### src/rtl/hid_rx_fifo.sv
// Multi-channel HID receive FIFO: edge-triggered capture per channel, with DATA/STATUS/CTRL
// registers on the 64-bit HID bus, sticky overflow, flush, and a registered level interrupt.
module hid_rx_fifo #(
    parameter int NCH    = 2,
    parameter int DEPTH  = 16,
    parameter int DATA_W = 9,
    parameter int CNT_W  = $clog2(DEPTH) + 1
) (
    input  logic                    clk_i,
    input  logic                    rst_i,
    input  logic [NCH-1:0]          rx_valid_i,
    input  logic [NCH*DATA_W-1:0]   rx_data_i,
    input  logic                    hid_en,
    input  logic [7:0]              hid_we,
    input  logic [18:0]             hid_addr,
    input  logic [63:0]             hid_wrdata,
    output logic [63:0]             hid_rddata,
    output logic                    irq_o
);
    localparam int PTR_W = CNT_W - 1;

    logic [DATA_W-1:0] mem [NCH][DEPTH];
    logic [PTR_W-1:0]  wr_ptr [NCH];
    logic [PTR_W-1:0]  rd_ptr [NCH];
    logic [CNT_W-1:0]  count  [NCH];
    logic [NCH-1:0]    overflow, irq_en, rx_prev;

    logic [NCH-1:0] sel, empty, full, push, do_push, do_pop, ovf_set, flush, clr_ovf, ctrl_wr;
    logic           wr_acc, rd_acc;
    logic [2:0]     reg_addr;
    logic [63:0]    rd_value;
    logic           unused_bits;

    assign wr_acc      = hid_en & (|hid_we);
    assign rd_acc      = hid_en & ~(|hid_we);
    assign reg_addr    = hid_addr[5:3];
    assign unused_bits = ^{hid_addr[18:9], hid_addr[2:0], hid_wrdata[63:3]};

    // A full FIFO still accepts a push when a pop frees a slot in the same cycle.
    always_comb begin
        for (int c = 0; c < NCH; c++) begin
            sel[c]     = (hid_addr[8:6] == 3'(c));
            empty[c]   = (count[c] == '0);
            full[c]    = (count[c] == CNT_W'(DEPTH));
            push[c]    = rx_valid_i[c] & ~rx_prev[c];
            ctrl_wr[c] = wr_acc & sel[c] & (reg_addr == 3'd2);
            flush[c]   = ctrl_wr[c] & hid_wrdata[0];
            clr_ovf[c] = ctrl_wr[c] & hid_wrdata[1];
            do_pop[c]  = wr_acc & sel[c] & (reg_addr == 3'd0) & ~empty[c] & ~flush[c];
            do_push[c] = push[c] & ~flush[c] & (~full[c] | do_pop[c]);
            ovf_set[c] = push[c] & ~flush[c] & full[c] & ~do_pop[c];
        end
    end

    always_comb begin
        rd_value = '0;
        for (int c = 0; c < NCH; c++) begin
            if (sel[c]) begin
                case (reg_addr)
                    3'd0: begin
                        rd_value[DATA_W-1:0] = empty[c] ? '0 : mem[c][rd_ptr[c]];
                        rd_value[DATA_W]     = empty[c];
                    end
                    3'd1: begin
                        rd_value[CNT_W-1:0] = count[c];
                        rd_value[16]        = empty[c];
                        rd_value[17]        = full[c];
                        rd_value[18]        = overflow[c];
                    end
                    3'd2: rd_value[2] = irq_en[c];
                    default: ;
                endcase
            end
        end
    end

    // Storage needs no reset; emptiness is tracked by the counters alone.
    always_ff @(posedge clk_i) begin
        for (int c = 0; c < NCH; c++) begin
            if (do_push[c])
                mem[c][wr_ptr[c]] <= rx_data_i[c*DATA_W +: DATA_W];
        end
    end

    always_ff @(posedge clk_i) begin
        if (rst_i) begin
            rx_prev    <= '1;
            overflow   <= '0;
            irq_en     <= '0;
            irq_o      <= 1'b0;
            hid_rddata <= '0;
            for (int c = 0; c < NCH; c++) begin
                wr_ptr[c] <= '0;
                rd_ptr[c] <= '0;
                count[c]  <= '0;
            end
        end else begin
            rx_prev <= rx_valid_i;
            irq_o   <= |(irq_en & ~empty);
            if (rd_acc)
                hid_rddata <= rd_value;
            for (int c = 0; c < NCH; c++) begin
                if (flush[c]) begin
                    wr_ptr[c] <= '0;
                    rd_ptr[c] <= '0;
                    count[c]  <= '0;
                end else begin
                    if (do_push[c])
                        wr_ptr[c] <= wr_ptr[c] + PTR_W'(1);
                    if (do_pop[c])
                        rd_ptr[c] <= rd_ptr[c] + PTR_W'(1);
                    if (do_push[c] && !do_pop[c])
                        count[c] <= count[c] + CNT_W'(1);
                    else if (do_pop[c] && !do_push[c])
                        count[c] <= count[c] - CNT_W'(1);
                end
                // A new overflow outranks a clear arriving in the same cycle.
                if (ovf_set[c])
                    overflow[c] <= 1'b1;
                else if (clr_ovf[c])
                    overflow[c] <= 1'b0;
                if (ctrl_wr[c])
                    irq_en[c] <= hid_wrdata[2];
            end
        end
    end
endmodule

### config.mk
export PLATFORM = sky130hd
export DESIGN_NAME = hid_rx_fifo
export DESIGN_NICKNAME = d
export VERILOG_FILES = /design/src/rtl/hid_rx_fifo.sv
export SDC_FILE = /design/constraint.sdc
export NUM_CORES = 1
export LEC_CHECK = 0
export CORE_ASPECT_RATIO = 0.7
export CORE_MARGIN = 2
export CORE_UTILIZATION = 55
export CTS_CLUSTER_DIAMETER = 40
export DETAILED_ROUTE_END_ITERATION = 8
export GPL_TIMING_DRIVEN = 0
export PLACE_DENSITY = 0.85
export SYNTH_ARGS = -nofsm -noshare
export SYNTH_HDL_FRONTEND = slang
export SYNTH_SLANG_ARGS = --single-unit
### constraint.sdc
create_clock -name clk_i -period 9.8 [get_ports clk_i]
set_input_delay 1.96 -clock clk_i [delete_from_list [all_inputs] [get_ports clk_i]]
set_output_delay 1.96 -clock clk_i [all_outputs]
set_load 0.05 [all_outputs]
; ---- Word level (Yosys, flattened, before mapping)
; Memory sizes are Yosys's and may differ from the RTL's.
; Index checks and enable logic that the tools add are counted.
[word_totals]
elab_cells = 195
output_inout_bits = 65
memories = 4
in_bits = 114
ram_bits = 314
reg_bits = 20
[classes]
n_lt_le_gt_ge = 6
n_mux = 88
eq_ne = 5
n_reduce_logical = 18
n_bitwise = 59
addsub = 8
[memory_table]
columns = name, words, word_bits, read_ports, rd_clocked_by_memory_dff, write_ports, line
row1 = mem, 2, 144, 2, 0, 2, 22  ; logic [DATA_W-1:0] mem [NCH][DEPTH];
row2 = count, 2, 5, 2, 0, 2, 25  ; logic [CNT_W-1:0] count [NCH];
row3 = rd_ptr, 2, 4, 2, 0, 2, 24  ; logic [PTR_W-1:0] rd_ptr [NCH];
row4 = wr_ptr, 2, 4, 2, 0, 2, 23  ; logic [PTR_W-1:0] wr_ptr [NCH];
[ops]
columns = op, n
row1 = 2-to-1 mux 144 bit, 2
row2 = binary-select mux 9 bit (select 4 bit), 2
row3 = demux 9 bit (select 4 bit), 2
row4 = 2-to-1 mux 9 bit, 8
row5 = 2-to-1 mux 1 bit, 46
row6 = 2-to-1 mux 5 bit, 8
row7 = 2-to-1 mux 4 bit, 8
row8 = bitwise AND 1 bit, 26
row9 = >= comparator 5 bit (second input constant), 4
row10 = 2-to-1 mux 10 bit, 2
row11 = inverter 4 -> 5 bit, 4
row12 = adder 4 x 1 -> 4 bit (second input constant), 4
row13 = OR 1 bit, 16
row14 = case mux 2 bit (2 select lines), 4
row15 = 2-to-1 mux 3 bit, 4
row16 = inverter 1 bit, 11
row17 = adder 5 x 1 -> 5 bit (second input constant), 2
row18 = == test 5 bit (second input constant), 2
row19 = logical NOT 5 bit, 2
row20 = less-than comparator 5 x 1 -> 1 bit (second input constant), 2
row21 = subtractor 5 x 1 -> 5 bit (second input constant), 2
row22 = OR reduction 8 bit, 1
row23 = == test 3 x 1 -> 1 bit (second input constant), 2
row24 = logical AND 1 bit, 6
row25 = other kinds (8), 14

; ---- Depth between registers and ports, before layout
; Gate-level depths: netlist of run 1.
[logic_depth]
ltp_word = 17
depth_mapped = 12
depth_no_buf = 11

; ---- Worst setup path before layout of run 1
; Ideal clock, no wire load.
[synth_path]
kind = input to register
from = input port hid_addr[4]
to = memory count[1][4] (netlist name), data pin
n_path_buf = 0
path_slack_ps = 5121
arrival_time_ps = 4424
required_ps = 9544
path_stages = 11
setup_ps = 256
cell_sequence = nor3_1 -> o21ai_0 -> or2_2 -> nand2b_1 -> nor2_1 -> ha_1 -> a21o_1 -> a21oi_1 -> xor2_1 -> mux2i_1 -> nor2b_1
[synth_rtl]
columns = element, line
row1 = "start, declared", 15  ; input logic [18:0] hid_addr,
row2 = "end, declared", 25

==> metrics.cfg, run 1 <==
[layout]
multi_input_area_um2=4065
drive_gt1_share_pct=20.38
areaGrowthSynthToFinish_pct=16.33
fillers=1686
register_area_um2=9829
antenna_cells=0
fin_nets=1110

[critical_path]
end_kind=flop
crit_family=simple AND/OR/NAND/NOR gates
start_kind=input pin
critPathKind=in -> reg
crit_path_max_incr_delay_ns=0.62
cp_cell_sequence=clkdlybuf4s50_1 > nor3_1 > o21ai_0 > or2_2 > nand2b_1 > nor2_1 > ha_1 > a21o_1 > a21oi_1 > xor2_1 > mux2i_1 > nor2b_1
worstPathMaxFanout=5
critPathSlowestCell=nor3_1
crit_required_ns=10.05
critPathBufInv=1
worstPathArrival_ns=5.53

[routing]
ant_nets=0
firstDrtPassIters=5
wl_per_cell_um=24.16
vias_per_cell=6.206
routed_wl_um=32300
drt_iter0_drc=1085
vias=8298
drc=0

[pwr]
irDropWorstVdd_uv=113.0
p_leak_nw=5.699
seqPwrFrac_pct=50.6
switching_share_pct=21.83
power_switching_w=0.0006811
internal_power_w=0.002439
p_clk_share_pct=43.0
power_density_nw_per_um2=186.8
pwr-share-comb_pct=6.4

[clocking]
cts_sinks=334
cts_buffers=36
cts_tree=built
htreeDepth=2
cts-root-buf=clkbuf_16
cts_buffer_depth=3
clkTransAtPathRegs_ns=0.06
post-cts-setup-buffer-count=0
insertion_delay_ns=0.51
postCtsHoldBufs=0
cts_resized=0

[synth]
ys_types=64
postSynthCellCount=837
synthTopCellsByArea=edfxtp_1 (66%), mux4_2 (9.7%), buf_4 (2.9%), dfxtp_1 (2.8%), mux4_1 (1.8%)
synth_enable_flop_cells=314
synth_area_um2=14360
synthTopCellsByCount=edfxtp_1 (314), mux4_2 (62), buf_4 (55)
synth.top_cell.area_share_pct=65.65
synthFlopType=edfxtp_1
ys_warn_count=0
synth_seq_cells=334
syn_avg_cell_area_um2=17.16
netlist.top_cell.by_area=edfxtp_1
postSynth.asyncResetShare_pct=0
yosysMostFrequentCell=edfxtp_1
seq_area_frac_synth_pct=68.44

[status]
outcome=finished clean

[timing]
rsz0062_at_grt=false
setup_viol=0
period_share_pct=53.82
max_freq_ghz=0.1896
worst_slew_pin_slew_ns=1.304
finalWorstSetupSlack_ns=4.526
slew_viol_final=0
setup-tns-final_ns=0
fin_skew_ns=0.01867
hold_violations=0
min_period_ns=5.274
relSlewSlack_pct=12.77

[floorplanning]
rows=49
die_w_um=197.1
dieArea_um2=27440
initial_core_util_pct=55.91
fp.dieH_um=139.2
ios=179
core_um2=25690

[place]
gp_congestion=0.8587
place_ws_ns=4.049
dp_hpwl_um=21300
portBuffers=52

[global_route]
grt-ovfl-total=0
grt_pass1_vias=7941
grt_max_degree=17
grt_pass1_wl_um=47930
grt_usage_pct=23.71
grt_antenna_before_repair=0

[hold_path]
hold_path_class=reg -> reg

[job]
maxCapViolations=0

metrics by stage:
stage / power, W / cell area, um2 / hold WS [ns] / instances / util [%]
2_1_floorplan: 0.001743 / 14550 / 0.4543 / 887 / -
3_3_place_gp: 0.001797 / 15480 / 0.4733 / 1270 / 60.28
3_5_place_dp: 0.001804 / 15530 / 0.4888 / 1272 / 60.45
4_1_cts: 0.003127 / 16710 / 0.5033 / 1337 / 65.04
5_1_grt: 0.003201 / 16710 / 0.5279 / 1337 / 65.04
6_report: 0.003120 / 16710 / 0.5228 / 1337 / 65.04
final cells by class:
cell class	count	area share, %
Buffer	89	3.617
Tap cell	331	2.479
Inverter	19	0.4269
Timing Repair Buffer	54	3.250
Clock inverter	18	1.168
Clock buffer	47	5.894
Sequential cell	334	58.83
Multi-Input combinational cell	445	24.33
per-layer routing:
layer	vias up	track usage [%]	wire length (um)
met4	0	6.411	648
met1	4116	35.11	12890
met3	52	4.499	3701
met5	-	0	0
li1	3547	-	-
met2	583	36.67	15060
placed cells by master, fill, tap and decap left out, types with 18 or more instances in the layout:
master,instances
edfxtp_1,314
mux4_2,62
buf_4,55
clkdlybuf4s50_1,52
conb_1,51
clkbuf_16,38
nor2_1,37
mux2i_1,24
nor3_1,23
dfxtp_1,20
inv_1,19
clkbuf_1,18
nand2_1,18
nand3_1,18
logic make-up (layout without fill, tap and decap cells):
group	count (synthesis)	in the layout	synth area share, %
muxes	96	96	13.22
AOI/OAI and AO/OA	93	93	4.669
other	1	51	0.02611
DFF	334	334	68.44
buffers and inverters	108	227	4.704
and+or+nand+nor	176	176	6.673
xor gates and xnor gates	12	12	0.7318
adders and majority gates	17	17	1.533
sequential cells by signal, indices dropped and copies added (netlist names):
register	flops
rd_ptr	8
mem	288
rx_prev	2
hid_rddata	13
wr_ptr	8
irq_o	1
irq_en	2
count	10
overflow	2
power groups by stage:
stage	clock network (W)	logic, W	registers [W]
2_1_floorplan	0	0.000136	0.00161
3_3_place_gp	0	0.000188	0.00161
3_5_place_dp	0	0.000194	0.00161
4_1_cts	0.00135	0.000197	0.00158
5_1_grt	0.00141	0.000212	0.00158
6_report	0.00134	0.000199	0.00158
worst min-delay path: cells and delay by family, from the launching register on:
family | cells | cell delay, ns
DFF | 1 | 0.34
and+or+nand+nor | 1 | 0.08
AOI/OAI and AO/OA | 1 | 0.07
path summary, 6_finish.rpt:
path / cells after the start / start / slack [ns] / to
setup / recovery: 12 / hid_addr[3] / 4.53 / count[1][4]$_SDFFCE_PN0P_
hold / removal: 2 / overflow[0]$_SDFFE_PP0P_ / 0.52 / overflow[0]$_SDFFE_PP0P_
setup reg to reg: 8 / count[0][0]$_SDFFCE_PP0P_ / 5.81 / mem[0][87]$_DFFE_PP_
hold reg to reg: 2 / overflow[0]$_SDFFE_PP0P_ / 0.52 / overflow[0]$_SDFFE_PP0P_
(Power assumes the default switching activity.)
==> inputs of run 2 (changes only) <==
--- a/config.mk
+++ b/config.mk
@@ -7,11 +7,11 @@
 export LEC_CHECK = 0
 export CORE_ASPECT_RATIO = 0.7
 export CORE_MARGIN = 2
-export CORE_UTILIZATION = 55
+export CORE_UTILIZATION = 50
 export CTS_CLUSTER_DIAMETER = 40
 export DETAILED_ROUTE_END_ITERATION = 8
 export GPL_TIMING_DRIVEN = 0
-export PLACE_DENSITY = 0.85
+export PLACE_DENSITY = 0.82
 export SYNTH_ARGS = -nofsm -noshare
 export SYNTH_HDL_FRONTEND = slang
 export SYNTH_SLANG_ARGS = --single-unit
==> constraint.sdc (replaced) <==
create_clock -name clk_i -period 4.42 [get_ports clk_i]
set_input_delay 0.884 -clock clk_i [delete_from_list [all_inputs] [get_ports clk_i]]
set_output_delay 0.884 -clock clk_i [all_outputs]
set_load 0.05 [all_outputs]
==> metrics.cfg, run 2 (same netlist as run 1, synthesis figures left out) <==
[routing]
drc=0
routed_wl_um=32390
ant_nets=0
vias=8215
vias_per_cell=5.975
drt_iter0_drc=987
firstDrtPassIters=7
wl_per_cell_um=23.56

[timing]
worst_slew_pin_slew_ns=1.279
setup-tns-final_ns=0
period_share_pct=93.51
rsz0062_at_grt=false
max_freq_ghz=0.2420
slew_viol_final=0
setup_viol=0
finalWorstSetupSlack_ns=0.2870
fin_skew_ns=0.02459
hold_violations=0
relSlewSlack_pct=14.44
min_period_ns=4.133

[floorplanning]
dieArea_um2=30120
ios=179
fp.dieH_um=145.8
die_w_um=206.6
initial_core_util_pct=51.27
core_um2=28010
rows=51

[hold_path]
hp-start=hid_rddata[8]$_SDFFE_PP0P_
min_path_cells=2
hold_path_class=reg -> reg
hold_end=hid_rddata[8]$_SDFFE_PP0P_

[clocking]
insertion_delay_ns=0.54
cts_sinks=334
cts-root-buf=clkbuf_16
cts_tree=built
clkTransAtPathRegs_ns=0.07
cts_resized=0
cts_buffers=35
htreeDepth=2
postCtsHoldBufs=0
cts_buffer_depth=3
post-cts-setup-buffer-count=0

[critical_path]
crit_family=simple AND/OR/NAND/NOR gates
critPathKind=in -> reg
critPathSlowestCell=nor3b_2
critPathBufInv=1
end_kind=flop
rrSetupSlack_ns=0.42
rr_worst_depth=8
worstPathArrival_ns=4.40
crit_path_max_incr_delay_ns=0.65
worstPathMaxFanout=8
crit_required_ns=4.69
cp_cell_sequence=clkdlybuf4s50_1 > nor3b_2 > o211ai_1 > or2_2 > nand2b_1 > nor2_1 > ha_1 > a21o_1 > a21oi_1 > xor2_1 > mux2i_1 > nor2b_1
r2r_end=mem[0][54]$_DFFE_PP_
start_kind=input pin
rr_startpoint=count[0][0]$_SDFFCE_PP0P_

[place]
gp_congestion=0.8750
dp_hpwl_um=21640
place_ws_ns=-0.1720
portBuffers=52

[layout]
fin_nets=1109
post-route-util_pct=59.94
areaGrowthSynthToFinish_pct=16.91
antenna_cells=0
final_common_cell=edfxtp_1
layout_common_cells=edfxtp_1 (314), mux4_2 (62), buf_4 (55)
drive_gt1_share_pct=20.92
largest_register_ffs=288

[pwr]
power_density_nw_per_um2=418.5
p_leak_nw=5.729
irDropWorstVdd_uv=236.5

[global_route]
grt_pass1_vias=7997
grt-ovfl-total=0
grt_max_degree=17
grt_antenna_before_repair=1
grt_usage_pct=21.81
grt_pass1_wl_um=48200

[status]
outcome=finished clean

[job]
maxCapViolations=0

## run 2: where the power goes
part           leakage, nW  internal (W)  switching, W
clock                0.597       0.00184       0.00125
combinational         2.11      0.000158      0.000281
sequential            3.02       0.00348     0.0000188
total                 5.73       0.00548       0.00155
## run 2: metrics by stage
stage	hold slack (ns)	instance area, um2	total power [W]	std cells
3_3_place_gp	0.4566	15530	0.003984	1310
4_1_cts	0.4920	16790	0.007046	1375
6_report	0.5030	16790	0.007027	1375
2_1_floorplan	0.4543	14550	0.003865	887
5_1_grt	0.5155	16790	0.007211	1375
3_5_place_dp	0.4852	15580	0.003999	1312
## run 2: worst max path at each step
stage                                   start                         to  slack [ns]  cells after the start
detailed placement                hid_addr[3]  count[1][4]$_SDFFCE_PN0P_       -0.17                     12
global placement                  hid_addr[3]      mem[0][124]$_DFFE_PP_       -0.48                      6
floorplan                         hid_addr[4]  count[1][4]$_SDFFCE_PN0P_        0.82                     11
finish                            hid_addr[7]  count[1][4]$_SDFFCE_PN0P_        0.29                     12
global route        count[0][0]$_SDFFCE_PP0P_       mem[0][54]$_DFFE_PP_        0.09                      8
CTS                               hid_addr[3]  count[1][4]$_SDFFCE_PN0P_        0.37                     12
## run 2: cell type report
| class | count | area, um2 |
|---|---|---|
| inverters | 19 | 71.32 |
| clock inverters | 24 | 281.5 |
| clock buffers | 39 | 932.1 |
| flip-flops and latches | 334 | 9829 |
| fillers | 1988 | 11220 |
| multi-input cells | 445 | 4065 |
| repair buffers | 54 | 543.0 |
| well taps | 371 | 464.2 |
| plain buffers | 89 | 604.3 |
## run 2: layer usage
metal  vias to the layer above  GRT usage (%)  routed length (um)
met5                         -         0.9740                  12
met4                         2          6.036                 630
met3                        66          7.232                4184
met2                       550          30.72               14100
met1                      4052          32.49               13470
li1                       3545              -                   -
## run 2: tightest hold or removal path, cell delays in order (launching register included)
cell and delay [ns]:
dfxtp_1 0.32, nand3_1 0.06, o21ai_0 0.07
==> inputs of run 3 (changes only) <==
--- a/config.mk
+++ b/config.mk
@@ -5,7 +5,6 @@
 export SDC_FILE = /design/constraint.sdc
 export NUM_CORES = 1
 export LEC_CHECK = 0
-export CORE_ASPECT_RATIO = 0.7
 export CORE_MARGIN = 2
 export CORE_UTILIZATION = 50
 export CTS_CLUSTER_DIAMETER = 40
==> metrics.cfg, run 3 (same netlist as run 1, synthesis figures left out) <==
[pwr]
switching_share_pct=22.12
pwr-share-comb_pct=6.2
p_clk_share_pct=43.9
p_leak_nw=5.732
seqPwrFrac_pct=49.9
power_density_nw_per_um2=416.8
power_switching_w=0.001552
irDropWorstVdd_uv=248.1
internal_power_w=0.005465

[clocking]
insertion_delay_ns=0.53
cts_tree=built
cts_buffer_depth=3
cts_resized=0
postCtsHoldBufs=0
cts_buffers=36
post-cts-setup-buffer-count=0
cts-root-buf=clkbuf_16
cts_sinks=334
clkTransAtPathRegs_ns=0.06
htreeDepth=2

[timing]
relSlewSlack_pct=15.06
max_freq_ghz=0.2360
fin_skew_ns=0.02645
hold_violations=0
period_share_pct=95.88
rsz0062_at_grt=false
setup_viol=0
slew_viol_final=0
min_period_ns=4.238
finalWorstSetupSlack_ns=0.1823
worst_slew_pin_slew_ns=1.269

[critical_path]
critPathBufInv=1
end_kind=flop
crit_path_max_incr_delay_ns=0.65
worstPathArrival_ns=4.50
crit_family=simple AND/OR/NAND/NOR gates
crit_required_ns=4.68
critPathSlowestCell=nor3_1
critPathKind=in -> reg
worstPathMaxFanout=5
cp_cell_sequence=clkdlybuf4s50_1 > nor3_1 > o21ai_0 > or2_2 > nand2b_1 > nor2_1 > ha_1 > a21o_1 > a21oi_1 > xor2_1 > mux2i_1 > nor2b_1
start_kind=input pin

[status]
outcome=finished clean

[layout]
layout_common_cells=edfxtp_1 (314), mux4_2 (62), buf_4 (56)
final_common_cell=edfxtp_1
areaGrowthSynthToFinish_pct=17.21
instances_no_fill=1391
fin_nets=1111
largest_register_ffs=288
drive_gt1_share_pct=21.35
antenna_cells=0

[global_route]
grt_pass1_vias=8093
grt_antenna_before_repair=0
grt_pass1_wl_um=47990
grt_max_degree=17
grt-ovfl-total=0
grt_usage_pct=21.28

[routing]
drc=0
wl_met1_um=12800
vias_per_cell=5.886
ant_nets=0
firstDrtPassIters=6
routed_wl_um=32100
drt_iter0_drc=1074
dr_wl_met2_um=15030
dr.max_layer_used=met4
vias=8188
wl_per_cell_um=23.08
wl_met3_um=3016

[place]
gp_congestion=0.8488
dp_hpwl_um=19840
place_inst=1326
place_ws_ns=-0.2281
portBuffers=52

[floorplanning]
fp.dieH_um=173.5
dieArea_um2=30100
rows=62
ios=179
die_w_um=173.5
core_um2=28470
initial_core_util_pct=50.45

[hold_path]
hold_path_class=reg -> reg

[job]
maxCapViolations=0

[run 3: cell types whose count changed in the layout (fill, tap and decap cells not counted), sizes merged]
cell / previous run / this run
buf: 82 / 83
bufinv: 5 / 3
clkbuf: 48 / 55
clkinv: 13 / 6
clkinvlp: 1 / 4
inv: 24 / 25
[run 3: path summary, 6_finish.rpt]
kind                             startpoint                        end  slack (ns)  cells past startpoint
hold / removal     overflow[1]$_SDFFE_PP0P_   overflow[1]$_SDFFE_PP0P_        0.50                      2
setup / recovery                hid_addr[3]  count[1][4]$_SDFFCE_PN0P_        0.18                     12
setup reg to reg  count[0][0]$_SDFFCE_PP0P_       mem[0][51]$_DFFE_PP_        0.52                      8
hold reg to reg    overflow[1]$_SDFFE_PP0P_   overflow[1]$_SDFFE_PP0P_        0.50                      2
[run 3: final cells by class]
class                      instances  area [um2]
buffer                            89       604.3
clock inverter                    19       222.7
timing repair buffer              55       550.5
sequential                       334        9829
fill                            1948       11640
inverter                          19       71.32
multi-input combinational        445        4065
tap                              384       480.5
clock buffer                      46        1010
[run 3: routing by layer]
layer,track usage (%),vias up
met1,28.78,4074
li1,-,3532
met5,0,-
met2,33.62,501
met3,4.846,81
met4,9.040,0
[run 3: worst min-delay path, stage by stage (launching register included)]
cell and delay [ns]:
dfxtp_1 0.31, o21ai_0 0.08, a21oi_1 0.06
[run 3: power by group through the flow]
| stage | registers, W | clock network (W) | logic, W |
|---|---|---|---|
| 3_3_place_gp | 0.00357 | 0 | 0.000415 |
| 4_1_cts | 0.00350 | 0.00308 | 0.000432 |
| 5_1_grt | 0.00350 | 0.00321 | 0.000463 |
| 6_report | 0.00350 | 0.00308 | 0.000438 |
| 2_1_floorplan | 0.00356 | 0 | 0.000302 |
| 3_5_place_dp | 0.00357 | 0 | 0.000426 |
[run 3: through the flow]
stage / setup TNS [ns] / hold slack (ns) / util, % / total power [W] / instance area (um2)
2_1_floorplan: 0 / 0.4543 / - / 0.003865 / 14550
3_3_place_gp: -13.29 / 0.4562 / 54.62 / 0.003981 / 15550
3_5_place_dp: -1.534 / 0.4772 / 54.80 / 0.003993 / 15600
4_1_cts: 0 / 0.4885 / 59.13 / 0.007012 / 16830
5_1_grt: 0 / 0.5361 / 59.13 / 0.007172 / 16830
6_report: 0 / 0.4958 / 59.13 / 0.007017 / 16830
